**src/rtl/sram_like_to_axi_if.sv**
```systemverilog
// AXI3 master-side bus between the sram_like bridge and the SoC interconnect.
// Single-beat transactions only; burst/lock/cache/prot fields are carried so
// the slave side sees a complete AXI3 port.
interface sram_like_to_axi_if;
  // read address channel
  logic [3:0]  arid;
  logic [31:0] araddr;
  logic [3:0]  arlen;
  logic [2:0]  arsize;
  logic [1:0]  arburst;
  logic [1:0]  arlock;
  logic [3:0]  arcache;
  logic [2:0]  arprot;
  logic        arvalid;
  logic        arready;
  // read data channel
  logic [3:0]  rid;
  logic [31:0] rdata;
  logic [1:0]  rresp;
  logic        rlast;
  logic        rvalid;
  logic        rready;
  // write address channel
  logic [3:0]  awid;
  logic [31:0] awaddr;
  logic [3:0]  awlen;
  logic [2:0]  awsize;
  logic [1:0]  awburst;
  logic [1:0]  awlock;
  logic [3:0]  awcache;
  logic [2:0]  awprot;
  logic        awvalid;
  logic        awready;
  // write data channel
  logic [3:0]  wid;
  logic [31:0] wdata;
  logic [3:0]  wstrb;
  logic        wlast;
  logic        wvalid;
  logic        wready;
  // write response channel
  logic [3:0]  bid;
  logic [1:0]  bresp;
  logic        bvalid;
  logic        bready;

  modport master (
    output arid, araddr, arlen, arsize, arburst, arlock, arcache, arprot, arvalid,
    input  arready,
    input  rid, rdata, rresp, rlast, rvalid,
    output rready,
    output awid, awaddr, awlen, awsize, awburst, awlock, awcache, awprot, awvalid,
    input  awready,
    output wid, wdata, wstrb, wlast, wvalid,
    input  wready,
    input  bid, bresp, bvalid,
    output bready
  );

  modport slave (
    input  arid, araddr, arlen, arsize, arburst, arlock, arcache, arprot, arvalid,
    output arready,
    output rid, rdata, rresp, rlast, rvalid,
    input  rready,
    input  awid, awaddr, awlen, awsize, awburst, awlock, awcache, awprot, awvalid,
    output awready,
    input  wid, wdata, wstrb, wlast, wvalid,
    output wready,
    output bid, bresp, bvalid,
    input  bready
  );
endinterface

```
**src/rtl/sram_like_to_axi.sv**
```systemverilog
// Bridge from the CPU's instruction and data sram_like ports to one AXI3
// master. Data port has priority; one transaction in flight at a time, each a
// single beat. addr_ok is given combinationally in IDLE, data_ok
// combinationally on the closing R or B handshake.
module sram_like_to_axi #(
  parameter logic [3:0] ID_INST = 4'd0,
  parameter logic [3:0] ID_DATA = 4'd1
) (
  input  logic        clk,
  input  logic        rst,
  // instruction port
  input  logic        inst_req,
  input  logic        inst_wr,
  input  logic [1:0]  inst_size,
  input  logic [31:0] inst_addr,
  input  logic [31:0] inst_wdata,
  output logic [31:0] inst_rdata,
  output logic        inst_addr_ok,
  output logic        inst_data_ok,
  // data port
  input  logic        data_req,
  input  logic        data_wr,
  input  logic [1:0]  data_size,
  input  logic [31:0] data_addr,
  input  logic [31:0] data_wdata,
  output logic [31:0] data_rdata,
  output logic        data_addr_ok,
  output logic        data_data_ok,
  // AXI3 master
  sram_like_to_axi_if.master axi
);

  typedef enum logic [2:0] {
    IDLE    = 3'd0,
    RD_ADDR = 3'd1,
    RD_DATA = 3'd2,
    WR_ADDR = 3'd3,
    WR_RESP = 3'd4
  } state_t;

  state_t      state_reg, state_next;
  logic        src_reg, src_next;         // 1 = data port, 0 = instruction port
  logic [1:0]  size_reg, size_next;
  logic [31:0] addr_reg, addr_next;
  logic [31:0] wdata_reg, wdata_next;
  logic        aw_done_reg, aw_done_next;
  logic        w_done_reg, w_done_next;

  logic        arvalid_c, rready_c, awvalid_c, wvalid_c, bready_c;
  logic [3:0]  id_c;
  logic [3:0]  wstrb_c;

  // Instruction-side writes and AXI response IDs/codes carry no information here.
  logic unused_ok;
  assign unused_ok = &{1'b0, inst_wr, inst_wdata, axi.rid, axi.rresp, axi.rlast,
                       axi.bid, axi.bresp};

  // State and transaction latches; reset drops any in-flight handshake.
  always_ff @(posedge clk) begin
    if (rst) begin
      state_reg   <= IDLE;
      src_reg     <= 1'b0;
      size_reg    <= 2'd0;
      addr_reg    <= 32'd0;
      wdata_reg   <= 32'd0;
      aw_done_reg <= 1'b0;
      w_done_reg  <= 1'b0;
    end else begin
      state_reg   <= state_next;
      src_reg     <= src_next;
      size_reg    <= size_next;
      addr_reg    <= addr_next;
      wdata_reg   <= wdata_next;
      aw_done_reg <= aw_done_next;
      w_done_reg  <= w_done_next;
    end
  end

  // Arbitration, next-state logic and per-state handshake outputs.
  always_comb begin
    state_next   = state_reg;
    src_next     = src_reg;
    size_next    = size_reg;
    addr_next    = addr_reg;
    wdata_next   = wdata_reg;
    aw_done_next = aw_done_reg;
    w_done_next  = w_done_reg;
    inst_addr_ok = 1'b0;
    data_addr_ok = 1'b0;
    inst_data_ok = 1'b0;
    data_data_ok = 1'b0;
    arvalid_c    = 1'b0;
    rready_c     = 1'b0;
    awvalid_c    = 1'b0;
    wvalid_c     = 1'b0;
    bready_c     = 1'b0;
    case (state_reg)
      IDLE: begin
        // acceptance is suppressed while reset is held so nothing is latched
        if (!rst) begin
          if (data_req) begin
            data_addr_ok = 1'b1;
            src_next     = 1'b1;
            size_next    = data_size;
            addr_next    = data_addr;
            wdata_next   = data_wdata;
            aw_done_next = 1'b0;
            w_done_next  = 1'b0;
            state_next   = data_wr ? WR_ADDR : RD_ADDR;
          end else if (inst_req) begin
            inst_addr_ok = 1'b1;
            src_next     = 1'b0;
            size_next    = inst_size;
            addr_next    = inst_addr;
            wdata_next   = 32'd0;
            state_next   = RD_ADDR;
          end
        end
      end
      RD_ADDR: begin
        arvalid_c = 1'b1;
        if (axi.arready) state_next = RD_DATA;
      end
      RD_DATA: begin
        rready_c = 1'b1;
        if (axi.rvalid) begin
          data_data_ok = src_reg;
          inst_data_ok = ~src_reg;
          state_next   = IDLE;
        end
      end
      WR_ADDR: begin
        // AW and W complete independently; leave once both have been taken
        awvalid_c = ~aw_done_reg;
        wvalid_c  = ~w_done_reg;
        if (awvalid_c && axi.awready) aw_done_next = 1'b1;
        if (wvalid_c && axi.wready)   w_done_next  = 1'b1;
        if (aw_done_next && w_done_next) state_next = WR_RESP;
      end
      WR_RESP: begin
        bready_c = 1'b1;
        if (axi.bvalid) begin
          data_data_ok = src_reg;
          inst_data_ok = ~src_reg;
          state_next   = IDLE;
        end
      end
      default: state_next = IDLE;
    endcase
  end

  // Byte-lane strobes from the latched size and low address bits.
  always_comb begin
    case (size_reg)
      2'd0:    wstrb_c = 4'b0001 << addr_reg[1:0];
      2'd1:    wstrb_c = addr_reg[1] ? 4'b1100 : 4'b0011;
      default: wstrb_c = 4'b1111;
    endcase
  end

  assign id_c = src_reg ? ID_DATA : ID_INST;

  assign axi.arid    = id_c;
  assign axi.araddr  = addr_reg;
  assign axi.arlen   = 4'd0;
  assign axi.arsize  = {1'b0, size_reg};
  assign axi.arburst = 2'b01;
  assign axi.arlock  = 2'b00;
  assign axi.arcache = 4'd0;
  assign axi.arprot  = 3'd0;
  assign axi.arvalid = arvalid_c;
  assign axi.rready  = rready_c;

  assign axi.awid    = id_c;
  assign axi.awaddr  = addr_reg;
  assign axi.awlen   = 4'd0;
  assign axi.awsize  = {1'b0, size_reg};
  assign axi.awburst = 2'b01;
  assign axi.awlock  = 2'b00;
  assign axi.awcache = 4'd0;
  assign axi.awprot  = 3'd0;
  assign axi.awvalid = awvalid_c;

  assign axi.wid     = id_c;
  assign axi.wdata   = wdata_reg;
  assign axi.wstrb   = wstrb_c;
  assign axi.wlast   = 1'b1;
  assign axi.wvalid  = wvalid_c;
  assign axi.bready  = bready_c;

  // Read data is passed straight through; only meaningful with data_ok.
  assign inst_rdata = axi.rdata;
  assign data_rdata = axi.rdata;

endmodule

```
**src/flat_wrapper.sv**
```systemverilog
// flat-port wrapper written by rule: the top's interface ports become plain ports
module sram_like_to_axi_flat 
#(
  parameter logic [3:0] ID_INST = 4'd0,
  parameter logic [3:0] ID_DATA = 4'd1
)
  (clk, rst, inst_req, inst_wr, inst_size, inst_addr, inst_wdata, inst_rdata, inst_addr_ok, inst_data_ok, data_req, data_wr, data_size, data_addr, data_wdata, data_rdata, data_addr_ok, data_data_ok, axi_arid, axi_araddr, axi_arlen, axi_arsize, axi_arburst, axi_arlock, axi_arcache, axi_arprot, axi_arvalid, axi_arready, axi_rid, axi_rdata, axi_rresp, axi_rlast, axi_rvalid, axi_rready, axi_awid, axi_awaddr, axi_awlen, axi_awsize, axi_awburst, axi_awlock, axi_awcache, axi_awprot, axi_awvalid, axi_awready, axi_wid, axi_wdata, axi_wstrb, axi_wlast, axi_wvalid, axi_wready, axi_bid, axi_bresp, axi_bvalid, axi_bready);
  sram_like_to_axi_if axi_i ();
  input  logic clk;
  input  logic rst;
  input  logic inst_req;
  input  logic inst_wr;
  input  logic [1:0] inst_size;
  input  logic [31:0] inst_addr;
  input  logic [31:0] inst_wdata;
  output logic [31:0] inst_rdata;
  output logic inst_addr_ok;
  output logic inst_data_ok;
  input  logic data_req;
  input  logic data_wr;
  input  logic [1:0] data_size;
  input  logic [31:0] data_addr;
  input  logic [31:0] data_wdata;
  output logic [31:0] data_rdata;
  output logic data_addr_ok;
  output logic data_data_ok;
  output wire logic [$bits(axi_i.arid)-1:0] axi_arid;
  output wire logic [$bits(axi_i.araddr)-1:0] axi_araddr;
  output wire logic [$bits(axi_i.arlen)-1:0] axi_arlen;
  output wire logic [$bits(axi_i.arsize)-1:0] axi_arsize;
  output wire logic [$bits(axi_i.arburst)-1:0] axi_arburst;
  output wire logic [$bits(axi_i.arlock)-1:0] axi_arlock;
  output wire logic [$bits(axi_i.arcache)-1:0] axi_arcache;
  output wire logic [$bits(axi_i.arprot)-1:0] axi_arprot;
  output wire logic [$bits(axi_i.arvalid)-1:0] axi_arvalid;
  input wire logic [$bits(axi_i.arready)-1:0] axi_arready;
  input wire logic [$bits(axi_i.rid)-1:0] axi_rid;
  input wire logic [$bits(axi_i.rdata)-1:0] axi_rdata;
  input wire logic [$bits(axi_i.rresp)-1:0] axi_rresp;
  input wire logic [$bits(axi_i.rlast)-1:0] axi_rlast;
  input wire logic [$bits(axi_i.rvalid)-1:0] axi_rvalid;
  output wire logic [$bits(axi_i.rready)-1:0] axi_rready;
  output wire logic [$bits(axi_i.awid)-1:0] axi_awid;
  output wire logic [$bits(axi_i.awaddr)-1:0] axi_awaddr;
  output wire logic [$bits(axi_i.awlen)-1:0] axi_awlen;
  output wire logic [$bits(axi_i.awsize)-1:0] axi_awsize;
  output wire logic [$bits(axi_i.awburst)-1:0] axi_awburst;
  output wire logic [$bits(axi_i.awlock)-1:0] axi_awlock;
  output wire logic [$bits(axi_i.awcache)-1:0] axi_awcache;
  output wire logic [$bits(axi_i.awprot)-1:0] axi_awprot;
  output wire logic [$bits(axi_i.awvalid)-1:0] axi_awvalid;
  input wire logic [$bits(axi_i.awready)-1:0] axi_awready;
  output wire logic [$bits(axi_i.wid)-1:0] axi_wid;
  output wire logic [$bits(axi_i.wdata)-1:0] axi_wdata;
  output wire logic [$bits(axi_i.wstrb)-1:0] axi_wstrb;
  output wire logic [$bits(axi_i.wlast)-1:0] axi_wlast;
  output wire logic [$bits(axi_i.wvalid)-1:0] axi_wvalid;
  input wire logic [$bits(axi_i.wready)-1:0] axi_wready;
  input wire logic [$bits(axi_i.bid)-1:0] axi_bid;
  input wire logic [$bits(axi_i.bresp)-1:0] axi_bresp;
  input wire logic [$bits(axi_i.bvalid)-1:0] axi_bvalid;
  output wire logic [$bits(axi_i.bready)-1:0] axi_bready;
  assign axi_arid = axi_i.arid;
  assign axi_araddr = axi_i.araddr;
  assign axi_arlen = axi_i.arlen;
  assign axi_arsize = axi_i.arsize;
  assign axi_arburst = axi_i.arburst;
  assign axi_arlock = axi_i.arlock;
  assign axi_arcache = axi_i.arcache;
  assign axi_arprot = axi_i.arprot;
  assign axi_arvalid = axi_i.arvalid;
  assign axi_i.arready = axi_arready;
  assign axi_i.rid = axi_rid;
  assign axi_i.rdata = axi_rdata;
  assign axi_i.rresp = axi_rresp;
  assign axi_i.rlast = axi_rlast;
  assign axi_i.rvalid = axi_rvalid;
  assign axi_rready = axi_i.rready;
  assign axi_awid = axi_i.awid;
  assign axi_awaddr = axi_i.awaddr;
  assign axi_awlen = axi_i.awlen;
  assign axi_awsize = axi_i.awsize;
  assign axi_awburst = axi_i.awburst;
  assign axi_awlock = axi_i.awlock;
  assign axi_awcache = axi_i.awcache;
  assign axi_awprot = axi_i.awprot;
  assign axi_awvalid = axi_i.awvalid;
  assign axi_i.awready = axi_awready;
  assign axi_wid = axi_i.wid;
  assign axi_wdata = axi_i.wdata;
  assign axi_wstrb = axi_i.wstrb;
  assign axi_wlast = axi_i.wlast;
  assign axi_wvalid = axi_i.wvalid;
  assign axi_i.wready = axi_wready;
  assign axi_i.bid = axi_bid;
  assign axi_i.bresp = axi_bresp;
  assign axi_i.bvalid = axi_bvalid;
  assign axi_bready = axi_i.bready;
  sram_like_to_axi #(.ID_INST(ID_INST), .ID_DATA(ID_DATA)) u_core (.clk(clk), .rst(rst), .inst_req(inst_req), .inst_wr(inst_wr), .inst_size(inst_size), .inst_addr(inst_addr), .inst_wdata(inst_wdata), .inst_rdata(inst_rdata), .inst_addr_ok(inst_addr_ok), .inst_data_ok(inst_data_ok), .data_req(data_req), .data_wr(data_wr), .data_size(data_size), .data_addr(data_addr), .data_wdata(data_wdata), .data_rdata(data_rdata), .data_addr_ok(data_addr_ok), .data_data_ok(data_data_ok), .axi(axi_i));
endmodule
```
**config.mk**
```make
export PLATFORM = sky130hd
export DESIGN_NAME = sram_like_to_axi_flat
export DESIGN_NICKNAME = d
export VERILOG_FILES = /design/src/rtl/sram_like_to_axi_if.sv /design/src/rtl/sram_like_to_axi.sv /design/src/flat_wrapper.sv
export SDC_FILE = /design/constraint.sdc
export NUM_CORES = 1
export LEC_CHECK = 0
export ABC_CLOCK_PERIOD_IN_PS = 2200
export BUFFER_PORTS_ARGS = -buffer_cell sky130_fd_sc_hd__buf_4
export CORE_AREA = 2 2 159 161
export CTS_BUF_LIST = sky130_fd_sc_hd__clkbuf_16
export CTS_CLUSTER_DIAMETER = 40
export CTS_CLUSTER_SIZE = 40
export DETAILED_ROUTE_END_ITERATION = 16
export DIE_AREA = 0 0 161 163
export PLACE_DENSITY = 0.49
export SYNTH_ARGS = -nofsm -noshare
export SYNTH_HDL_FRONTEND = slang
export SYNTH_SLANG_ARGS = --single-unit
```
**constraint.sdc**
```tcl
create_clock -name clk -period 2.2 [get_ports clk]
set_input_delay 0.22 -clock clk [delete_from_list [all_inputs] [get_ports clk]]
set_output_delay 0.22 -clock clk [all_outputs]
set_load 0.05 [all_outputs]
```
==> qor.txt <==
==================================================================================
Run status                                                            finished, final reports clean
Total track usage                                                           8.942%
Tmin final                                                                 2031 ps
LEAKAGE                                                                0.002606 uW
Post-CTS setup buffers                                                           0
CP required                                                                1980 ps
Via count of the first global-routing pass                                    3102
Number of hold buffers added after cts                                           0
Fin cells                                                                      872
Number of detailed-route iterations in the first pass                            4
Clock Path Buffers                                                               2
Number of different library cells in the post-synthesis netlist                 33
Final clock skew                                                          7.478 ps
Number of antenna violations at the first check in global routing                0
Mean instance size in the synthesized netlist                            9.918 um2
Final wirelength                                                          12290 um
Maximum VDD drop                                                       0.0003000 V
Headroom to the max-slew limit                                              59.40%
Crit path max fanout                                                            22
Number of antenna repair diodes                                                  0
Power density of the placed cells                                     992.9 nW/um2
Layout Nets                                                                    725
Filler cell count                                                             2670
Area delta synth->final                                                     32.95%
Core Footprint                                                           24670 um2
Port Buf Inserts                                                               225
DP Cell Count                                                                  856
Global-route wire length before repair                                    17920 um
Startpoint types                                                          register
Die width                                                                   161 um
Worst setup path category                                             register to output port
Number of buffers created by CTS                                                 9
Highest clock rate                                                       492.3 MHz
TritonCTS clock tree                                                         built
Number of warnings printed during yosys synthesis                                0
Number of I/O pins                                                             410
Setup_tns                                                                     0 ps
Starting Density                                                            17.08%
Sequential-to-total area share from yosys stat                              34.19%
Clock latency at the later pin of the worst-skew pair                       340 ps
WL per Instance                                                           14.10 um
Number of enable flip-flop cells after synthesis                                 0
Number of gates resized after CTS                                                0
Std cell rows                                                                   58
Clock net sink count                                                            72
CP Data Arrival Time                                                       1810 ps
Worst Tran Pin Value                                                      609.1 ps
Post-DP HPWL                                                               9062 um
Worst min path class                                                  primary input to register
Share of final-layout standard cells stronger than drive strength 1         52.77%
Combined flip-flop and latch cell area                                    1441 um2
Remaining antenna violation count                                                0
Max Cap Violations                                                               0
Fin crit share                                                              92.32%
Vias after detailed routing                                                   3196
Top area cells in the synthesized netlist                             sky130_fd_sc_hd__dfxtp_1 (34%), sky130_fd_sc_hd__buf_4 (26%), sky130_fd_sc_hd__a211oi_2 (8.9%)
Clk Tree Root Cell                                                    sky130_fd_sc_hd__clkbuf_16
Clock-pin slew on the worst setup and hold paths                             70 ps
Cell count after synthesis                                                     425
Synth Register Bits                                                             72
Die Footprint                                                            26240 um2
Hold violation total from the final report                                       0
Depth of the worst hold-timing path                                              2
Setup violation total in the final timing report                                 0
Placer congestion estimate                                                  0.7033
Total count of max-transition violations in the final report                     0
Total grt overflow                                                               0
Largest area contributor in the synthesized netlist                   sky130_fd_sc_hd__dfxtp_1
Count of cells along the worst register-to-register path                         5
Top_reg_cell synth                                                    sky130_fd_sc_hd__dfxtp_1
Starting DRC count in detailed routing                                          88
Critical path endpoint category                                        output port
Setup slack of the critical path after layout                             168.9 ps
Pin count of the biggest net entering global routing                            35
Area taken by multi-input logic gates                                     1650 um2
Netlist area before placement                                             4215 um2
Fraction of synthesized cell area taken by the top area cell type           34.19%
Via density per instance                                                     3.665
Setup repair after global routing missed its margin                          false
Async SR Flop Fraction                                                          0%
CTS HTree Levels                                                                 3
Post-Place Worst Slack                                                    424.2 ps
Y dimension of the die                                                      163 um
Number of remaining DRC errors                                                   0
==================================================================================
[cell usage in the layout (no fill, tap or decap), types with 2 or more instances in the layout]
master | netlist | routed
sky130_fd_sc_hd__conb_1 | 2 | 42
sky130_fd_sc_hd__and3b_1 | 2 | 2
sky130_fd_sc_hd__a211oi_1 | 5 | 5
sky130_fd_sc_hd__a211oi_2 | 30 | 30
sky130_fd_sc_hd__o21bai_1 | 4 | 4
sky130_fd_sc_hd__inv_8 | 0 | 2
sky130_fd_sc_hd__a22o_1 | 32 | 32
sky130_fd_sc_hd__buf_4 | 148 | 234
sky130_fd_sc_hd__nor2_1 | 7 | 7
sky130_fd_sc_hd__mux2i_1 | 34 | 34
sky130_fd_sc_hd__nand3b_1 | 3 | 3
sky130_fd_sc_hd__nor2b_1 | 2 | 2
sky130_fd_sc_hd__nor3b_1 | 4 | 4
sky130_fd_sc_hd__clkbuf_16 | 0 | 9
sky130_fd_sc_hd__a21oi_1 | 35 | 35
sky130_fd_sc_hd__dfxtp_1 | 72 | 72
sky130_fd_sc_hd__inv_1 | 2 | 2
sky130_fd_sc_hd__a22oi_1 | 3 | 3
sky130_fd_sc_hd__inv_6 | 0 | 2
[per-layer routing]
layer	up-vias	track usage (%)	share of wire (%)
met1	1442	10.01	38
met5	-	0	0
met4	0	3.287	1.9
met3	22	4.380	11
li1	1533	-	-
met2	199	14.73	49
[path summary, 6_finish.rpt]
path | start | to | slack (ps)
max | u_core.state_reg[1] | inst_addr_ok | 170
min | data_wdata[4] | u_core.axi.wdata[4] | 90
max reg2reg | u_core.state_reg[1] | u_core.axi.wdata[10] | 450
min reg2reg | u_core.axi.wdata[7] | u_core.axi.wdata[7] | 480
[Yosys cell counts, drive strengths merged (2+ instances only)]
cell type	count
nor3b	4
mux2i	34
nor2	7
buf	166
dfxtp	72
and2	3
nor2b	2
nand3b	3
clkbuf	8
and3b	2
a211oi	35
conb	2
a21oi	36
a22oi	3
a22o	32
o21bai	4
inv	2
[metrics by stage]
stage | util, % | hold slack (ps) | area, um2 | power, uW
4_1_cts | 22.71 | 64.15 | 5604 | 5687
6_report | 22.71 | 89.16 | 5604 | 5564
5_1_grt | 22.71 | 70.20 | 5604 | 5857
3_3_place_gp | 21.45 | 434.9 | 5293 | 4033
3_5_place_dp | 21.45 | 440.5 | 5293 | 4044
2_1_floorplan | - | 352.6 | 4365 | 3829
[layout make-up]
class	count	area share, %
timing repair buffer	235	31.70
multi-input combinational	216	29.45
sequential	72	25.72
tap	330	7.368
clock buffer	9	4.019
clock inverter	7	1.541
inverter	3	0.2009
[kinds of logic (layout without fill, tap and decap cells)]
group | count (synthesis) | after routing | synth area share (%)
AND/OR/NAND/NOR | 25 | 25 | 4.008
other | 2 | 42 | 0.1782
multiplexers | 35 | 35 | 8.608
buffers and inverters | 177 | 254 | 30.22
AO/OA/AOI/OAI | 114 | 114 | 22.80
flip-flops | 72 | 72 | 34.19
[critical path: stages, from the launching register on]
cell and delay, ps:
sky130_fd_sc_hd__dfxtp_1 420, sky130_fd_sc_hd__nor3_4 310, sky130_fd_sc_hd__buf_4 330, sky130_fd_sc_hd__and3_1 200, sky130_fd_sc_hd__buf_4 200
[power by group]
| group | switching (uW) | internal (uW) | total [uW] | leakage (uW) |
|---|---|---|---|---|
| clock | 674 | 906 | 1580 | 0.000150 |
| sequential | 143 | 1460 | 1610 | 0.000594 |
| combinational | 1640 | 734 | 2380 | 0.00186 |
| total | 2460 | 3100 | 5560 | 0.00261 |
(Power assumes the default switching activity.)
